`config.mk`:
```
export PLATFORM = sky130hd
export DESIGN_NAME = memory_stage
export DESIGN_NICKNAME = d
export VERILOG_FILES = /design/src/rtl/memory_stage.sv
export SDC_FILE = /design/constraint.sdc
export NUM_CORES = 1
export LEC_CHECK = 0
export CAP_MARGIN = 20
export CORE_MARGIN = 2
export CORE_UTILIZATION = 48
export DETAILED_ROUTE_END_ITERATION = 8
export GPL_TIMING_DRIVEN = 0
export MAX_ROUTING_LAYER = met4
export PLACE_DENSITY = 0.89
export SETUP_SLACK_MARGIN = 0.15
export SLEW_MARGIN = 20
export SYNTH_ARGS = -nofsm -noshare
export SYNTH_HDL_FRONTEND = slang
export SYNTH_SLANG_ARGS = --single-unit
```
`constraint.sdc`:
```
create_clock -name CLK -period 3.3 [get_ports CLK]
set_input_delay 0.825 -clock CLK [delete_from_list [all_inputs] [get_ports CLK]]
set_output_delay 0.825 -clock CLK [all_outputs]
set_load 0.01 [all_outputs]
```
`src/rtl/memory_stage.sv`:
```
// Memory pipeline stage: stack push/pop, CALL/RET/RTI sequencing, LDD/STD, writeback register.
// Define STACK_BOUNDS_CHECK_EN to enable stack-bound faults reported on StackErr.
module memory_stage #(
  parameter logic [15:0] SP_INIT     = 16'hFFFF,
  parameter logic [15:0] STACK_LIMIT = 16'hF000
) (
  input  logic         CLK,
  input  logic         Reset,
  input  logic [105:0] In,
  output logic [15:0]  DMemAddr,
  output logic [15:0]  DMemWData,
  output logic         DMemWE,
  input  logic [15:0]  DMemRData,
  output logic         Stall,
  output logic         WB_En,
  output logic [2:0]   WB_Addr,
  output logic [15:0]  WB_Data,
  output logic         PC_Load,
  output logic [31:0]  PC_Value,
  output logic         RestoreFlags,
  output logic         StackErr
);
  typedef enum logic [1:0] {IDLE, CALL2, RET2} state_t;

  state_t      r_state, w_next;
  logic [15:0] r_sp, w_sp_n, r_lat, w_lat_n;
  logic        r_rti, w_rti_n;
  logic        r_wb_en, w_wb_en_n, r_pc_load, w_pc_load_n, r_rf, w_rf_n, r_err, w_err;
  logic [2:0]  r_wb_addr, w_wb_addr_n;
  logic [15:0] r_wb_data, w_wb_data_n;
  logic [31:0] r_pc_val, w_pc_val_n;
  logic [15:0] w_addr, w_wdata;
  logic        w_we, w_stall;

  wire [15:0] w_inport = In[98:83];
  wire [31:0] w_npc    = In[82:51];
  wire [15:0] w_rsrc   = In[50:35];
  wire [15:0] w_alu    = In[34:19];
  wire [2:0]  w_rdst   = In[15:13];
  wire        w_unused = ^{In[105:99], In[18:16], In[12], In[5:4]};

  // 17-bit so overflow past SP_INIT / underflow below zero stays visible to the bound checks
  wire [16:0] w_sp_m1 = {1'b0, r_sp} - 17'd1;
  wire [16:0] w_sp_p1 = {1'b0, r_sp} + 17'd1;
  wire [16:0] w_sp_p2 = {1'b0, r_sp} + 17'd2;

  logic w_wr0_err, w_wrm1_err, w_rdp1_err, w_rdp2_err;
`ifdef STACK_BOUNDS_CHECK_EN
  assign w_wr0_err  = r_sp < STACK_LIMIT;
  assign w_wrm1_err = w_sp_m1[16] || (w_sp_m1[15:0] < STACK_LIMIT);
  assign w_rdp1_err = w_sp_p1 > {1'b0, SP_INIT};
  assign w_rdp2_err = w_sp_p2 > {1'b0, SP_INIT};
`else
  assign w_wr0_err  = 1'b0;
  assign w_wrm1_err = 1'b0;
  assign w_rdp1_err = 1'b0;
  assign w_rdp2_err = 1'b0;
`endif

  always_comb begin
    w_next      = r_state;
    w_sp_n      = r_sp;
    w_lat_n     = r_lat;
    w_rti_n     = r_rti;
    w_addr      = w_alu;
    w_wdata     = w_rsrc;
    w_we        = 1'b0;
    w_stall     = 1'b0;
    w_err       = 1'b0;
    w_wb_en_n   = 1'b0;
    w_wb_addr_n = r_wb_addr;
    w_wb_data_n = r_wb_data;
    w_pc_load_n = 1'b0;
    w_pc_val_n  = r_pc_val;
    w_rf_n      = 1'b0;
    case (r_state)
      IDLE: begin
        w_wb_addr_n = w_rdst;
        w_wb_data_n = In[6] ? w_inport : w_alu;
        if (In[3]) begin
          w_addr  = r_sp;
          w_wdata = w_npc[31:16];
          if (w_wr0_err) w_err = 1'b1;
          else begin
            w_we    = 1'b1;
            w_stall = 1'b1;
            w_lat_n = w_npc[15:0];
            w_next  = CALL2;
          end
        end else if (In[8] || In[9]) begin
          w_addr = w_sp_p1[15:0];
          if (w_rdp1_err) w_err = 1'b1;
          else begin
            w_stall = 1'b1;
            w_lat_n = DMemRData;
            w_rti_n = In[8];
            w_next  = RET2;
          end
        end else if (In[11]) begin
          w_addr = r_sp;
          if (w_wr0_err) w_err = 1'b1;
          else begin
            w_we   = 1'b1;
            w_sp_n = w_sp_m1[15:0];
          end
        end else if (In[10]) begin
          w_addr = w_sp_p1[15:0];
          if (w_rdp1_err) w_err = 1'b1;
          else begin
            w_sp_n      = w_sp_p1[15:0];
            w_wb_data_n = DMemRData;
            w_wb_en_n   = In[0];
          end
        end else if (In[1]) begin
          w_we      = 1'b1;
          w_wb_en_n = In[0];
        end else if (In[2]) begin
          w_wb_data_n = DMemRData;
          w_wb_en_n   = In[0];
        end else begin
          w_wb_en_n = In[0];
        end
      end
      CALL2: begin
        w_addr  = w_sp_m1[15:0];
        w_wdata = r_lat;
        w_next  = IDLE;
        if (w_wrm1_err) w_err = 1'b1;
        else begin
          w_we   = 1'b1;
          w_sp_n = r_sp - 16'd2;
        end
      end
      RET2: begin
        w_addr = w_sp_p2[15:0];
        w_next = IDLE;
        if (w_rdp2_err) w_err = 1'b1;
        else begin
          w_sp_n      = w_sp_p2[15:0];
          w_pc_load_n = 1'b1;
          w_pc_val_n  = {DMemRData, r_lat};
          w_rf_n      = r_rti;
        end
      end
      default: w_next = IDLE;
    endcase
  end

  always_ff @(posedge CLK or posedge Reset) begin
    if (Reset) begin
      r_state   <= IDLE;
      r_sp      <= SP_INIT;
      r_lat     <= 16'h0;
      r_rti     <= 1'b0;
      r_wb_en   <= 1'b0;
      r_wb_addr <= 3'h0;
      r_wb_data <= 16'h0;
      r_pc_load <= 1'b0;
      r_pc_val  <= 32'h0;
      r_rf      <= 1'b0;
      r_err     <= 1'b0;
    end else begin
      r_state   <= w_next;
      r_sp      <= w_sp_n;
      r_lat     <= w_lat_n;
      r_rti     <= w_rti_n;
      r_wb_en   <= w_wb_en_n;
      r_wb_addr <= w_wb_addr_n;
      r_wb_data <= w_wb_data_n;
      r_pc_load <= w_pc_load_n;
      r_pc_val  <= w_pc_val_n;
      r_rf      <= w_rf_n;
      r_err     <= r_err | w_err;
    end
  end

  // Reset gates the combinational strobes so nothing reaches memory mid-reset
  assign DMemAddr     = w_addr;
  assign DMemWData    = w_wdata;
  assign DMemWE       = w_we & ~Reset;
  assign Stall        = w_stall & ~Reset;
  assign WB_En        = r_wb_en;
  assign WB_Addr      = r_wb_addr;
  assign WB_Data      = r_wb_data;
  assign PC_Load      = r_pc_load;
  assign PC_Value     = r_pc_val;
  assign RestoreFlags = r_rf;
  assign StackErr     = r_err;
endmodule

```
; ---- Word level (Yosys, flattened, before mapping)
; Index checks and enable logic that the tools add are counted.
[op_classes]
add_sub_neg = 4
n_eq_ne = 6
n_mux = 39
bitwise = 4
n_reduce_logical = 7
[ops]
columns = cell, n
row1 = two-way mux 16 bit, 18
row2 = one-hot mux 16 bit (3 select lines), 2
row3 = one-hot mux 16 bit (2 select lines), 1
row4 = "adder 16 x 1 -> 16 bit, second input constant", 1
row5 = "adder 16 x 2 -> 16 bit, second input constant", 1
row6 = "subtractor 16 x 1 -> 16 bit, second input constant", 1
row7 = "subtractor 16 x 2 -> 16 bit, second input constant", 1
row8 = two-way mux 1 bit, 14
row9 = two-way mux 2 bit, 3
row10 = "!= test 3 bit, second input constant", 2
row11 = "!= test 2 bit, second input constant", 2
row12 = AND reduction 4 bit, 1
row13 = AND reduction 3 bit, 1
row14 = nonzero test 3 bit, 1
row15 = bitwise AND 1 bit, 2
row16 = "equality test 2 x 1 -> 1 bit, second input constant", 1
row17 = "equality test 2 bit, second input constant", 1
row18 = zero test 2 bit, 1
row19 = NOT 1 bit, 2
row20 = one-hot mux 1 bit (2 select lines), 1
row21 = AND reduction 2 bit, 1
row22 = nonzero test 2 bit, 1
row23 = logical OR 1 bit, 1
[totals]
reg_bits = 89
out_inout_bits = 89
word_cells = 70

; ---- Depth between registers and ports, before layout
; Gate-level depths: netlist (run 1).
[logic_depth]
depth_word = 7
mapped_depth = 10

; ---- Worst setup path after synthesis (run 1)
; Ideal clock, no wire load.
[synth_timing]
kind = register to output
start = reg r_sp[2]
end = out DMemAddr[7]
t_arrival_ps = 2276
required_time_ps = 2475
setup_slack_ps = 199
stages_incl_launch_ff = 10
n_path_buf = 2
path_cell_list = dfstp_2 -> clkbuf_1 -> inv_1 -> ha_1 -> buf_4 -> or4b_4 -> nor3b_1 -> xor2_1 -> a221oi_1 -> a32oi_1
[synth_via]
elab_chain_cells = 6
word_cells_on_any_way = 8
cone_classes = 3 x add/sub / 5 x mux
[synth_lines]
columns = item, line
row1 = "start, declared", 26  ; logic [15:0] r_sp, w_sp_n, r_lat, w_lat_n;
row2 = "start signal, assigned", 164  ; r_sp <= w_sp_n;
row3 = adder 16 x 1 -> 16 bit, 44  ; wire [16:0] w_sp_p1 = {1'b0, r_sp} + 17'd1;
row4 = two-way mux 16 bit, 106  ; end else if (In[10]) begin
row5 = two-way mux 16 bit, 99  ; end else if (In[11]) begin
row6 = two-way mux 16 bit, 90  ; end else if (In[8] || In[9]) begin
row7 = two-way mux 16 bit, 80  ; if (In[3]) begin
row8 = one-hot mux 16 bit (3 select lines) (*), 76  ; case (r_state)
row9 = "end, declared", 10  ; output logic [15:0] DMemAddr,
; Mark *: on every way between the ends. The rest lies on a longest branch, timed or not.

; ---- Worst setup path in the final report (run 1)
[layout_timing]
start = reg r_sp[5]
end = out DMemAddr[10]
; Same word-level chain as after synthesis.

==> flow_summary.yaml, run 1 <==
outcome:
  outcome: "finished, violations left"
  violations: "design-rule violations, negative setup slack"
sta:
  clock_skew_ns: 0.01960
  rsz0062_at_grt: "true"
  worst_slew_pin_slew_ns: 0.8810
  max-slew-margin-rel_pct: 41.05
  fin_crit_ns: 3.625
  timing.final.ws_setup_ns: -0.3248
  setup_viol: 12
  period_share_pct: 109.8
  clock.fmax_ghz: 0.2759
  slew_viol_final: 0
  finalHoldViolations: 0
detailed_routing:
  drtPass1Iterations: 9
  drtAntennaViolNets: 0
  routed_wl_um: 36030
  vias: 9184
  drc: 2
  wl_per_cell_um: 27.27
  drtIter0Drc: 1792
  vias_per_cell: 6.952
critical_path:
  r2r_slack_ns: 0.44
  crit_path_end_kind: "output port"
  r2r_start: "r_state[1]"
  crit_fanout: 10
  cp-start-kind: "flop"
  worstPathArrival_ns: 2.80
  critical_path_class: "flop to output port"
  crit_start: "r_sp[5]"
  cp.required_ns: 2.47
logic_synthesis:
  yosysWarningCount: 0
  synth-main-ff-cell: "dfrtp_1"
  synth-edff-count: 0
  ys_types: 75
  mappedNetlistArea_um2: 6955
  synthCells: 830
  postSynth.asyncResetShare_pct: 100.0
  ys_seq_elements: 89
  seq_area_frac_synth_pct: 32.31
  syn_nets: 963
  syn_area_per_cell_um2: 8.380
die:
  core.rowCount: 43
  die_y_um: 124.4
  num_io_pins: 213
  die_w_um: 124.4
  die_area_um2: 15470
  core-area_um2: 14040
  initial_core_util_pct: 49.53
power_and_ir_drop:
  ir_drop_uv: 423.5
  design_power_total_mw: 7.874
  power_density_nw_per_um2: 707.8
  leakagePower_nw: 4.621
grt:
  grt_pass1_vias: 8666
  grt_pass1_wl_um: 50960
  antenna_found_initial: 3
  grt_usage_pct: 43.50
  grt_max_degree: 77
  overflow: 0
placement:
  dp.cells: 1206
  placed_area_um2: 9165
  place.gp.congestion: 1.046
  portBuffers: 195
  hpwl_um: 22150
clock_network:
  ctsHtreeMaxLevel: 3
  path_clk_slew_ns: 0.07
  ctsRootBufferMaster: "clkbuf_16"
  cts_tree: "yes"
  clockBufferDepth: 2
  cts_hold_buf: 0
  cts_num_sinks: 89
  insertion_delay_ns: 0.38
  cts_buffers: 9
finish:
  nets: 1266
  fillerInstances: 855
  fin_area_um2: 11120
  fin_cells: 1321
  area_growth_pct: 59.94
  drive_gt1_share_pct: 32.86
min_path:
  hp-start: "PC_Value[18]"
  hp-class: "flop to flop"
job:
  maxCapViolations: 0
-- power by group --
group	switching, mW	internal (mW)
Sequential	0.355	1.54
Clock	0.534	0.544
Combinational	2.57	2.33
-- sequential cells by signal (all words and copies together), names as in the netlist --
signal / cells
r_rti: 1
WB_Addr: 3
RestoreFlags: 1
PC_Load: 1
PC_Value: 32
r_lat: 16
WB_Data: 16
r_state: 2
WB_En: 1
r_sp: 16
-- final timing paths --
path / endpoint / cells after the start
worst max-delay path: DMemAddr[10] / 8
worst min-delay path: PC_Value[18] / 1
worst max register to register: r_sp[4] / 7
worst min register to register: PC_Value[18] / 1
max in group asynchronous: r_sp[5] / 3
min in group asynchronous: WB_En / 2
-- through the flow --
step | setup WS, ns | utilization (%) | setup TNS [ns] | hold slack, ns
after floorplan | 0.1946 | - | 0 | 0.4545
after global placement | -1.662 | 65.04 | -149.98 | 0.4765
after detailed placement | -1.615 | 65.27 | -38.44 | 0.4879
after CTS | -0.2598 | 76.00 | -1.336 | 0.5023
after global routing | -0.3549 | 79.22 | -2.653 | 0.5177
final | -0.3248 | 79.22 | -2.354 | 0.5049
-- synthesized netlist by cell type, types with 11 or more instances --
cell type / instances / area share, %
o21ai_0: 69 / 5.0
dfrtp_1: 73 / 26
a31oi_1: 11 / 0.99
nand2_1: 135 / 7.3
nand3_1: 15 / 1.1
buf_1: 13 / 0.70
dfstp_2: 16 / 6.0
nor2_1: 58 / 3.1
mux2_2: 70 / 11
inv_1: 14 / 0.76
xor2_1: 18 / 2.3
mux2i_1: 36 / 5.2
a22oi_1: 20 / 2.2
nor3_1: 21 / 1.5
clkbuf_1: 45 / 2.4
a221oi_1: 11 / 1.4
a21oi_1: 34 / 2.4
xnor2_1: 17 / 2.1
-- cell families after synthesis --
family / share of synthesized area (%)
other: 0.05391
xor gates and xnor gates: 4.407
DFF: 32.31
AOI/OAI and AO/OA: 20.08
buffers and inverters: 5.127
and+or+nand+nor: 19.90
adders and majority gates: 1.619
muxes: 16.51
-- metal layers --
metal  vias to the layer above  part of all wire, %  global-route usage [%]
met1                      4224                   35                   51.61
met5                         -                    0                       -
li1                       3630                    -                       -
met4                         0                  8.8                   25.12
met3                       347                   14                   13.79
met2                       983                   43                   65.12
-- layout by cell type (no fill, tap or decap), types with 5 or more instances in the layout --
cell type        synthesis  routed
a211oi_1                 8       8
a21oi_1                 34      30
a221oi_2                 0       8
a22oi_1                 20      18
a31oi_1                 11      11
and2_1                   7       6
buf_2                    8      22
buf_4                    3      85
buf_6                    1      23
buf_8                    0       9
clkbuf_1                45      17
clkbuf_16                0      11
clkbuf_2                 1       8
clkbuf_4                 0       7
clkbuf_8                 0       6
clkdlybuf4s50_1          0     156
dfrtp_1                 73      73
dfstp_2                 16      16
dlygate4sd2_1            0      18
ha_4                     0       7
inv_1                   14       5
inv_2                    0       5
mux2_2                  70      69
mux2i_1                 36      36
nand2_1                135     128
nand3_1                 15       9
nand4_1                  7       7
nor2_1                  58      53
nor3_1                  21      16
o21a_1                   6       6
o21ai_0                 69      63
o221ai_1                 6       6
o22ai_1                  8       8
xnor2_1                 17      12
xnor2_2                  0       5
xor2_1                  18      17
-- what timing repair did --
action                     4_1_cts  5_1_grt
resized for setup              302       66
pin swaps                       46       28
buffers inserted                71       26
setup endpoints to repair       34       21
-- worst max-delay path, cell delays in order (launching register included) --
cell      delay [ns]
dfstp_2         0.53
buf_6           0.17
clkbuf_2        0.33
and2_1          0.22
nand3_1         0.26
nor3_1          0.34
a41oi_1         0.10
a41oi_2         0.29
buf_2           0.18
-- final cells by class --
cell class	count	area, um2	share of cell area (%)
multi-input cells	654	4987	44.83
repair buffers	293	2685	24.14
flip-flops and latches	89	2247	20.20
plain buffers	70	598.1	5.376
clock buffers	10	239.0	2.148
well taps	180	225.2	2.025
inverters	16	83.83	0.7536
clock inverters	6	51.30	0.4611
diodes	3	7.507	0.06748
Power figures use the tool's default switching activity.
==> run 2: changes to the inputs <==
SLEW_MARGIN = default   (was 20)
==> flow_summary.yaml, run 2 (synthesis gave the netlist of run 1 again) <==
outcome:
  outcome: "finished, violations left"
  violations: "negative setup slack"
grt:
  grt_pass1_vias: 8720
  met3_usage_pct: 13.53
  grt_pass1_wl_um: 51460
  overflow: 0
  antenna_found_initial: 0
  use_met1_pct: 53.33
  gr-usage-met2_pct: 65.51
  grt_max_degree: 55
  grt_usage_pct: 44.12
  top_usage_layer: "met2"
finish:
  nets: 1264
  largest_reg_flops: 32
  antenna_cells: 0
  multi_input_area_um2: 5037
  register_area_um2: 2247
  drive_gt1_share_pct: 33.36
  fin_area_um2: 11210
  fillerInstances: 832
  layout_commonest_cell: "clkdlybuf4s50_1"
  area_growth_pct: 61.23
  final_cell_mix: "clkdlybuf4s50_1 (157), nand2_1 (123), buf_4 (75)"
detailed_routing:
  wl_per_cell_um: 27.17
  vias_per_cell: 6.923
  drc: 0
  drtPass1Iterations: 7
  drtIter0Drc: 1617
  drtAntennaViolNets: 0
  vias: 9111
  routed_wl_um: 35760
sta:
  clock.fmax_ghz: 0.2754
  max-slew-margin-rel_pct: 43.82
  timing.final.ws_setup_ns: -0.3315
  period_share_pct: 110.0
  clock_skew_ns: 0.01582
  slew_viol_final: 0
  hold_slack_ns: 0.4977
  rsz0062_at_grt: "true"
  finalHoldViolations: 0
  fin_crit_ns: 3.631
  setup_viol: 13
  worst_slew_pin_slew_ns: 0.8427
power_and_ir_drop:
  combPwrFrac_pct: 63.0
  sw_frac_of_total_pct: 43.94
  power_density_nw_per_um2: 711.4
  leakagePower_nw: 4.644
  power.internal_mw: 4.472
  ir_drop_uv: 413.5
  switchingPower_mw: 3.506
  p_clk_share_pct: 13.5
  p_seq_share_pct: 23.5
clock_network:
  ctsHtreeMaxLevel: 3
  ctsRootBufferMaster: "clkbuf_16"
  cts_hold_buf: 0
  cts_tree: "yes"
  cts_buffers: 9
  path_clk_slew_ns: 0.08
  insertion_delay_ns: 0.38
  cts_num_sinks: 89
  clockBufferDepth: 2
die:
  core.rowCount: 43
  die_w_um: 124.4
  initial_core_util_pct: 49.53
  die_y_um: 124.4
  core-area_um2: 14040
  die_area_um2: 15470
  num_io_pins: 213
critical_path:
  critical_path_class: "flop to output port"
  crit_path_end_kind: "output port"
  critPathSlowestCell: "or4b_4"
  cp-start-kind: "flop"
  worstPathArrival_ns: 2.81
  max_stage_delay_ns: 0.50
  crit_fanout: 4
  crit_chain: "buf_8 > inv_6 > ha_4 > buf_6 > or4b_4 > buf_12 > nor2_8 > nand2_2 > a21oi_2 > a21oi_1 > o32a_1 > buf_2"
  cp.required_ns: 2.47
job:
  maxCapViolations: 0
min_path:
  hp-class: "flop to flop"
placement:
  hpwl_um: 22120
  portBuffers: 195
  dp_slack_ns: -1.659
  placed_area_um2: 9163
  place.gp.congestion: 1.046
run 2: cell type report:
cell class              instances  share of cell area [%]
inverters                      16                  0.7921
clock buffers                  10                   2.131
clock inverters                 6                  0.4574
well taps                     180                   2.008
flip-flops and latches         89                   20.04
multi-input cells             654                   44.92
plain buffers                  70                   5.367
repair buffers                291                   24.29
run 2: timing repair:
item	4_1_cts	5_1_grt
setup buffers	81	14
pin swaps	59	34
endpoints found under the setup margin	34	22
gates resized for setup	321	60
run 2: metal layers:
metal  share of wire [%]  up-vias  routed length, um
met5                   0        -                  0
met4                 7.8        0               2805
met3                  14      302               5049
met2                  43      924              15530
met1                  35     4258              12380
li1                    -     3627                  -
run 2: per-stage QoR:
step	instances	utilization, %	power [mW]	setup TNS, ns
floorplan	830	-	3.858	0
global placement	1205	65.04	5.392	-149.98
detailed placement	1206	65.25	5.444	-39.24
CTS	1302	77.47	7.337	-1.017
global route	1316	79.86	8.200	-2.805
finish	1316	79.86	7.978	-2.512
run 2: final timing paths:
kind,from,to,cells after the start,slack [ns]
max in group asynchronous,Reset,r_sp[5],3,1.64
max reg2reg,r_state[0],r_sp[13],9,0.47
min in group asynchronous,Reset,PC_Value[15],2,0.93
min reg2reg,r_rti,RestoreFlags,1,0.50
min,r_rti,RestoreFlags,1,0.50
max,r_sp[2],DMemAddr[9],12,-0.33
run 2: power by group through the flow:
stage          registers (mW)  logic [mW]  clock network (mW)
5_1_grt                  1.90        5.21                1.09
6_report                 1.87        5.03                1.08
3_5_place_dp             1.82        3.62                   0
3_3_place_gp             1.80        3.59                   0
4_1_cts                  1.82        4.46                1.05
2_1_floorplan            1.87        1.99                   0
run 2: critical path: cells and delay by family, from the launching register on:
kind / cells / cell delay (ns)
adders and majority gates: 1 / 0.12
DFF: 1 / 0.43
AOI/OAI and AO/OA: 3 / 0.57
buffers and inverters: 5 / 0.60
and+or+nand+nor: 3 / 0.69
